`src/rtl/backoff_ctrl_multi_ac.sv`:
```
// Multi-AC EDCA backoff engine: one FSM and one slot down-counter per access category,
// with internal collision resolution where the highest-index AC in DONE wins.
module backoff_ctrl_multi_ac #(
  parameter int NUM_AC    = 4,
  parameter int CNT_WIDTH = 16
) (
  input  logic                        macCoreClk,
  input  logic                        macCoreClkHardRst_n,
  input  logic                        macCoreClkSoftRst_n,
  input  logic [NUM_AC-1:0]           backoffEnable,
  input  logic [NUM_AC-1:0]           acHasData,
  input  logic [NUM_AC*CNT_WIDTH-1:0] backoffLoadVal,
  input  logic [NUM_AC-1:0]           aifsFlag,
  input  logic                        macPhyIfRxCca,
  input  logic                        channelBusy,
  input  logic                        txInProgress,
  input  logic                        tickSlot_p,
  input  logic                        txDone_p,
  output logic [NUM_AC*CNT_WIDTH-1:0] backoffCnt,
  output logic [NUM_AC-1:0]           backoffDone,
  output logic [NUM_AC-1:0]           acGrant,
  output logic [NUM_AC-1:0]           internalCollision_p,
  output logic [NUM_AC-1:0]           acProtTriggerFlagReset,
  output logic [NUM_AC*3-1:0]         backoffCtrlCs
);

  typedef enum logic [2:0] {
    ST_IDLE = 3'd0,
    ST_LD   = 3'd1,
    ST_CHK  = 3'd2,
    ST_WAIT = 3'd3,
    ST_DEC  = 3'd4,
    ST_DONE = 3'd5
  } state_t;

  logic              busy;
  logic              medium_busy;
  logic              tx_fall;
  logic              tx_in_progress_reg;
  logic              grant_found;
  logic [NUM_AC-1:0] ac_lose;

  assign medium_busy = macPhyIfRxCca | channelBusy;
  assign busy        = medium_busy | txInProgress;
  assign tx_fall     = tx_in_progress_reg & ~txInProgress;

  always_ff @(posedge macCoreClk or negedge macCoreClkHardRst_n) begin
    if (!macCoreClkHardRst_n) begin
      tx_in_progress_reg <= 1'b0;
    end else if (!macCoreClkSoftRst_n) begin
      tx_in_progress_reg <= 1'b0;
    end else begin
      tx_in_progress_reg <= txInProgress;
    end
  end

  // Fixed priority: scan from the top index down, first DONE found wins.
  always_comb begin
    acGrant     = '0;
    grant_found = 1'b0;
    for (int i = NUM_AC - 1; i >= 0; i--) begin
      if (backoffDone[i] && !grant_found) begin
        acGrant[i]  = 1'b1;
        grant_found = 1'b1;
      end
    end
  end

  // Any DONE AC that is not granted has a higher-index AC also in DONE.
  assign ac_lose = backoffDone & ~acGrant;

  generate
    for (genvar gi = 0; gi < NUM_AC; gi++) begin : g_ac
      state_t               state_reg;
      state_t               state_next;
      logic [CNT_WIDTH-1:0] cnt_reg;
      logic [CNT_WIDTH-1:0] cnt_next;
      logic [CNT_WIDTH-1:0] load_val;
      logic                 prot_reg;
      logic                 coll_reg;

      assign load_val = backoffLoadVal[gi*CNT_WIDTH +: CNT_WIDTH];

      always_comb begin
        state_next = state_reg;
        cnt_next   = cnt_reg;
        case (state_reg)
          ST_IDLE: state_next = ST_LD;
          ST_LD: begin
            cnt_next   = load_val;
            state_next = ST_CHK;
          end
          ST_CHK: begin
            if (!busy && acHasData[gi]) state_next = ST_WAIT;
          end
          ST_WAIT: begin
            if (busy)              state_next = ST_CHK;
            else if (aifsFlag[gi]) state_next = ST_DEC;
          end
          ST_DEC: begin
            if (busy) begin
              state_next = ST_CHK;
            end else if (tickSlot_p) begin
              if (cnt_reg == '0) state_next = ST_DONE;
              else               cnt_next   = cnt_reg - CNT_WIDTH'(1);
            end
          end
          ST_DONE: begin
            if (ac_lose[gi])                                    state_next = ST_LD;
            else if ((medium_busy && !txInProgress) || txDone_p) state_next = ST_LD;
            else if (tx_fall)                                   state_next = ST_WAIT;
          end
          default: state_next = ST_IDLE;
        endcase
        // A disabled AC parks in IDLE and keeps its count until the next load.
        if (!backoffEnable[gi]) begin
          state_next = ST_IDLE;
          cnt_next   = cnt_reg;
        end
      end

      always_ff @(posedge macCoreClk or negedge macCoreClkHardRst_n) begin
        if (!macCoreClkHardRst_n) begin
          state_reg <= ST_IDLE;
          cnt_reg   <= '0;
          prot_reg  <= 1'b0;
          coll_reg  <= 1'b0;
        end else if (!macCoreClkSoftRst_n) begin
          state_reg <= ST_IDLE;
          cnt_reg   <= '0;
          prot_reg  <= 1'b0;
          coll_reg  <= 1'b0;
        end else begin
          state_reg <= state_next;
          cnt_reg   <= cnt_next;
          prot_reg  <= (state_reg == ST_LD);
          coll_reg  <= ac_lose[gi];
        end
      end

      assign backoffCtrlCs[gi*3 +: 3]                = state_reg;
      assign backoffCnt[gi*CNT_WIDTH +: CNT_WIDTH]   = cnt_reg;
      assign backoffDone[gi]                         = (state_reg == ST_DONE);
      assign acProtTriggerFlagReset[gi]              = prot_reg;
      assign internalCollision_p[gi]                 = coll_reg;
    end
  endgenerate

endmodule

```
`config.mk`:
```
export PLATFORM = sky130hd
export DESIGN_NAME = backoff_ctrl_multi_ac
export DESIGN_NICKNAME = d
export VERILOG_FILES = /design/src/rtl/backoff_ctrl_multi_ac.sv
export SDC_FILE = /design/constraint.sdc
export NUM_CORES = 1
export LEC_CHECK = 0
export ABC_AREA = 1
export BUFFER_PORTS_ARGS = -buffer_cell sky130_fd_sc_hd__buf_4
export CAP_MARGIN = 25
export CORE_UTILIZATION = 49
export DETAILED_ROUTE_END_ITERATION = 8
export PLACE_DENSITY = 0.78
export SYNTH_ARGS = -nofsm -noshare
export SYNTH_HDL_FRONTEND = slang
export SYNTH_SLANG_ARGS = --single-unit
```
`constraint.sdc`:
```
create_clock -name macCoreClk -period 1.4 [get_ports macCoreClk]
set_input_delay 0.07 -clock macCoreClk [delete_from_list [all_inputs] [get_ports macCoreClk]]
set_output_delay 0.07 -clock macCoreClk [all_outputs]
set_load 0.01 [all_outputs]
```
==> impl_metrics.yaml, run 1 <==
run_status:
  status: "finished with violations"
  violations: "setup timing"
floorplanning:
  core-area_mm2: 0.0127
  die_x_um: 117
  initial_core_util: 0.508
  die_height_um: 117
  die-area_mm2: 0.0136
  num_rows: 41
  ios: 176
detailed_routing:
  drtAntennaViolNets: 0
  drt-initial-drc-count: 1116
  post_drt_wl_per_cell_um: 17.5
  viasPerCell: 5.76
  drcViolationCount: 0
  wirelength_mm: 28.2
  drtPass1Iterations: 8
  vias: 9288
yosys:
  yosys_register_bits: 84
  yosysSeqAreaShare: 0.326
  synth_top_area_share: 0.326
  syn_avg_cell_area_um2: 6.18
  synth.top_cells.by_area: "dfrtp_1, nand2_1, nand3_1"
  synth_area_mm2: 0.00646
  synthFlopType: "dfrtp_1"
  synth.most_common_cell: "nand2_1"
  synth_cell_types: 45
  synth_nets: 1137
  synth_area_leader_cell: "dfrtp_1"
  yosys-top-cells-count: "nand2_1, nand3_1, nor2_1"
  postSynth.asyncResetShare: 1.00
  synth_warnings: 0
  synth_edf_count: 0
  netlist_instances: 1045
setup_path:
  cp_top_family: "simple AND/OR/NAND/NOR gates"
  cpMaxStageDelayCell: "dfrtp_1"
  crit_fanout: 5
  critPathArrivalTime_ps: 2080
  critPathCaptureType: "register"
  slowest_delay_ps: 430
  start_kind: "register"
  crit_chain: "buf_4 -> nor3_4 -> buf_6 -> buf_4 -> nand3_1 -> a21oi_1 -> nand2_1 -> nand2_1"
  cp.buffers_inverters: 3
  critical_path_class: "reg2reg"
  critical_path_required_ps: 1680
place:
  dp_cells: 1563
  place.gp.congestion: 0.945
  port_buffers: 174
  dp_slack_ps: -427
  placed_cell_area_mm2: 0.00955
  dp_hpwl_mm: 16.5
layout:
  fin_nets: 1529
  fill_cells: 695
  stdcell_area_mm2: 0.0110
  area_growth_pct: 70.4
  layout-drive-gt1-share: 0.459
  largest_register_ffs: 64
  final_cells: 1613
  antennaDiodeCount: 0
clock_tree:
  clk_latency_ps: 350
  cts_tree: "done"
  cts.path.max_buffers: 2
  cts.sinks: 84
  root_buffer: "clkbuf_16"
  numCtsBuffers: 9
  htree_levels: 3
  path_clk_slew_ps: 70
sta:
  tightest_slew_ps: 533
  slew_viol_final: 0
  layout_min_cycle_time_ps: 1790
  fin_skew_ps: 10.7
  slew_headroom: 0.644
  finalSetupViolations: 84
  finalHoldViolations: 0
  fin_crit_sh: 1.28
  finalWorstSetupSlack_ps: -394
  rsz0062_at_grt: "true"
  max_clock_freq_ghz: 0.557
hold_path:
  hold_class: "in2reg"
pwr:
  power_density_mw_per_mm2: 701
  p_leak_uw: 0.00618
  vdd_drop_max_mv: 0.638
  p_total_uw: 7710
grt:
  grt-ovfl-total: 0
  grtUsageTotal: 0.362
  first_global_vias: 8257
  grt_pass1_wl_mm: 38.6
  grt_max_degree: 45
  antenna_found_initial: 0
flow_run:
  cap_viol_max_count: 0
[cell usage in the layout (no fill, tap or decap), types with 3 or more instances in the layout]
cell       count
a21oi_2        4
nand2_4       12
ha_4           6
nand3_4       12
o21ai_1        5
inv_2         28
o22ai_1        3
nand3_1       98
nor2_4        21
buf_4        375
a21boi_2       3
o21bai_1       5
buf_6         29
or2_2          5
nand3b_1       4
o21ai_0       32
nand4_1        7
a21o_1         3
nor3_4         3
buf_12         9
nand2_2       51
inv_1         65
inv_4          4
a21oi_1       21
a31oi_1        9
nor2_2        27
dfrtp_2        4
nand3_2       43
nor3_1         8
nand2_1      326
o21ai_2        5
dfrtp_1       80
clkbuf_16     10
nor2_1        97
[what timing repair did]
action | 4_1_cts | 5_1_grt
hold endpoints to repair | 84 | 0
setup endpoints to repair | 84 | 84
resized for setup | 114 | 131
pin swaps | 51 | 57
buffers inserted | 18 | 15
cloned | 1 | 2
hold buffers | 1 | 0
[worst register-to-register path: cells and delay by family, from the launching register on]
kind / cells / cell delay, ps
and+or+nand+nor: 4 / 580
buffers and inverters: 3 / 460
DFF: 1 / 430
AOI/OAI and AO/OA: 1 / 250
[area by class of cell]
type                            count  area, um^2  area share
Multi-Input combinational cell    829        4680       0.425
Timing Repair Buffer              415        3360       0.305
Sequential cell                    84        2110       0.191
Inverter                           98         378      0.0343
Clock buffer                       13         260      0.0236
Tap cell                          172         215      0.0196
Clock inverter                      2        10.0    0.000910
[final timing paths]
path	start	end	slack, ps	cells past startpoint
worst max-delay path	g_ac[0].state_reg[1]	g_ac[0].state_reg[1]	-390	8
worst min-delay path	backoffLoadVal[59]	g_ac[3].cnt_reg[11]	20	5
worst max register to register	g_ac[0].state_reg[1]	g_ac[0].state_reg[1]	-390	8
worst min register to register	g_ac[2].cnt_reg[14]	g_ac[2].cnt_reg[14]	590	3
max in group asynchronous	macCoreClkHardRst_n	g_ac[3].cnt_reg[5]	640	3
min in group asynchronous	macCoreClkHardRst_n	g_ac[2].cnt_reg[8]	140	2
[layer usage]
metal | routed length, um | track usage | share of wire | vias to the layer above
li1 | - | - | - | 4130
met4 | 1700 | 0.187 | 0.060 | 0
met1 | 10300 | 0.457 | 0.36 | 4250
met2 | 13300 | 0.609 | 0.47 | 714
met3 | 2870 | 0.0479 | 0.10 | 194
met5 | 0 | 0 | 0 | -
[cell families after synthesis]
group                      synth area share
buffers and inverters                0.0915
adders and majority gates            0.0155
other                              0.000581
xor gates and xnor gates            0.00543
DFF                                   0.326
AOI/OAI and AO/OA                    0.0858
and+or+nand+nor                       0.476
[power by group]
part	internal, uW	leakage, uW	total [uW]	switching (uW)
combinational	1260	0.00490	2830	1570
clock	1290	0.000135	2290	1000
sequential	2520	0.00115	2590	76.4
[per-stage QoR]
stage | hold slack (ps) | TNS, ps | util
floorplan | -226 | -3820 | -
global placement | -28.0 | -13030 | 0.751
detailed placement | -25.7 | -17250 | 0.751
CTS | 13.0 | -12490 | 0.817
global route | 28.1 | -26240 | 0.865
finish | 16.9 | -20780 | 0.865
(Power assumes the default switching activity.)
==> run 2, diff against run 1 <==
- CORE_UTILIZATION: 49 -> 54
- PLACE_DENSITY: 0.78 -> 0.82
- clock period: 1.4 -> 1.9 ns (I/O delays scaled with it)
==> run 2 against run 1 <==
  * Highest routed layer unchanged
  * Critical endpoint is now acGrant[0]
  * Largest power group is now registers
  * Count of clock-buffer cells in the layout unchanged
  * Design area decreased by 24%
  * Total power shrank 34%
  * The flow finishes with violations (DRC)
  * Hold slack improved by 25 ps
  * Core utilization decreased by 14 points
  * Die area decreased by 9.1%
  * Final cell count fell by 15%
==> impl_metrics.yaml, run 2 (synthesis results as in run 1) <==
hold_path:
  worstHoldPathCells: 3
  hold-path-endpoint: "g_ac[0].cnt_reg[7]"
  hold_start: "backoffLoadVal[7]"
  hold_class: "in2reg"
detailed_routing:
  post_drt_wl_per_cell_um: 13.9
  viasPerCell: 5.31
  drtPass1Iterations: 7
  wirelength_mm: 19.2
  drtAntennaViolNets: 0
  drt-initial-drc-count: 668
  vias: 7324
  drcViolationCount: 24
sta:
  rsz0062_at_grt: "false"
  finalWorstSetupSlack_ps: 151
  finalSetupViolations: 0
  max_clock_freq_ghz: 0.572
  tightest_slew_ps: 519
  slew_viol_final: 0
  fin_skew_ps: 6.07
  tns_ps: 0
  fin_crit_sh: 0.921
  slew_headroom: 0.654
  finalHoldViolations: 0
  layout_min_cycle_time_ps: 1750
place:
  dp_slack_ps: 6.63
  place.gp.congestion: 0.914
  port_buffers: 174
  dp_hpwl_mm: 14.1
  dp_cells: 1357
layout:
  antennaDiodeCount: 0
  final_common_cell: "nand2_1"
  area_growth_pct: 30.2
  final_core_util: 0.730
  final_cell_mix: "nand2_1, buf_4, nand3_1, nor2_1, inv_1"
  fill_cells: 1055
  fin_nets: 1324
  largest_register_ffs: 64
  layout-drive-gt1-share: 0.222
  final_cells: 1379
clock_tree:
  htree_levels: 3
  cts.path.max_buffers: 2
  clk_latency_ps: 350
  cts.sinks: 84
  numCtsBuffers: 9
  root_buffer: "clkbuf_16"
  cts_tree: "done"
  path_clk_slew_ps: 60
grt:
  antenna_found_initial: 0
  grt-ovfl-total: 0
  grt_max_degree: 39
  grtUsageTotal: 0.317
  grt_pass1_wl_mm: 31.6
  first_global_vias: 6471
setup_path:
  crit_fanout: 4
  r2r_slack_ps: 180
  critPathCaptureType: "output port"
  rr_endpoint: "g_ac[2].cnt_reg[10]"
  critPathArrivalTime_ps: 1650
  critical_path_class: "reg2out"
  start_kind: "register"
  r2r-start: "g_ac[2].cnt_reg[0]"
  reg2regPathDepth: 11
  critical_path_required_ps: 1800
pwr:
  power.share.clock: 0.349
  switchingPower_uw: 1610
  comb_power_share: 0.267
  power_frac_seq: 0.383
  p_leak_uw: 0.00490
  power_density_mw_per_mm2: 603
  p_int_uw: 3460
  p_total_uw: 5070
  swShare: 0.317
  vdd_drop_max_mv: 0.438
run_status:
  status: "finished with violations"
  violations: "DRC"
floorplanning:
  initial_core_util: 0.561
  die-area_mm2: 0.0124
  core-area_mm2: 0.0115
  ios: 176
  die_x_um: 111
  num_rows: 39
  die_height_um: 111
flow_run:
  cap_viol_max_count: 0
## run 2: timing repair
item	in CTS	in global routing
gates cloned	0	1
setup endpoints to repair	5	27
setup buffers	0	4
pin swaps	0	1
gates resized for setup	4	13
hold buffers	2	0
endpoints found under the hold margin	31	0
## run 2: area by class of cell
class | count | area, um^2 | share of cell area
timing repair buffer | 211 | 1630 | 0.193
multi-input combinational | 828 | 3840 | 0.457
inverter | 98 | 368 | 0.0438
tap | 143 | 179 | 0.0213
clock buffer | 13 | 250 | 0.0298
sequential | 84 | 2100 | 0.250
clock inverter | 2 | 35.0 | 0.00417
## run 2: worst max path at each step
| stage | from | to | depth (start not counted) | slack [ps] |
|---|---|---|---|---|
| floorplan | g_ac[1].state_reg[1] | g_ac[1].state_reg[1] | 10 | 350 |
| global placement | g_ac[2].cnt_reg[0] | g_ac[2].cnt_reg[1] | 11 | 120 |
| detailed placement | g_ac[2].cnt_reg[0] | g_ac[2].cnt_reg[10] | 11 | 7 |
| CTS | g_ac[2].state_reg[0] | acGrant[0] | 7 | 70 |
| global route | g_ac[2].state_reg[2] | g_ac[2].cnt_reg[3] | 7 | 6 |
| finish | g_ac[2].state_reg[0] | acGrant[0] | 7 | 150 |
## run 2: power by group through the flow
stage	logic, uW	registers (uW)	clock network [uW]
6_report	1350	1940	1770
5_1_grt	1520	1950	1850
3_5_place_dp	1300	1970	0
2_1_floorplan	799	1990	0
3_3_place_gp	1290	1970	0
4_1_cts	1320	1940	1780
## run 2: critical path: stages, from the launching register on
cell     delay (ps)
dfrtp_1         410
buf_4           160
nand3_2         110
nand2_2         100
nor2_2          130
inv_1            80
nor4_2          140
buf_4           170
## run 2: per-layer routing
| metal | vias to the layer above | routed length, um | part of all wire | GRT usage |
|---|---|---|---|---|
| met5 | - | 0 | 0 | 0 |
| met4 | 0 | 465 | 0.024 | 0.123 |
| met3 | 32 | 1480 | 0.077 | 0.0430 |
| met2 | 309 | 8880 | 0.46 | 0.508 |
| met1 | 3274 | 8410 | 0.44 | 0.438 |
| li1 | 3709 | - | - | - |
## run 2: stage by stage
| step | cell area (um^2) | hold slack [ps] |
|---|---|---|
| detailed placement | 7970 | 70.0 |
| global route | 8410 | 63.4 |
| CTS | 8280 | 35.1 |
| floorplan | 6460 | -201 |
| global placement | 7970 | 68.7 |
| finish | 8410 | 41.4 |
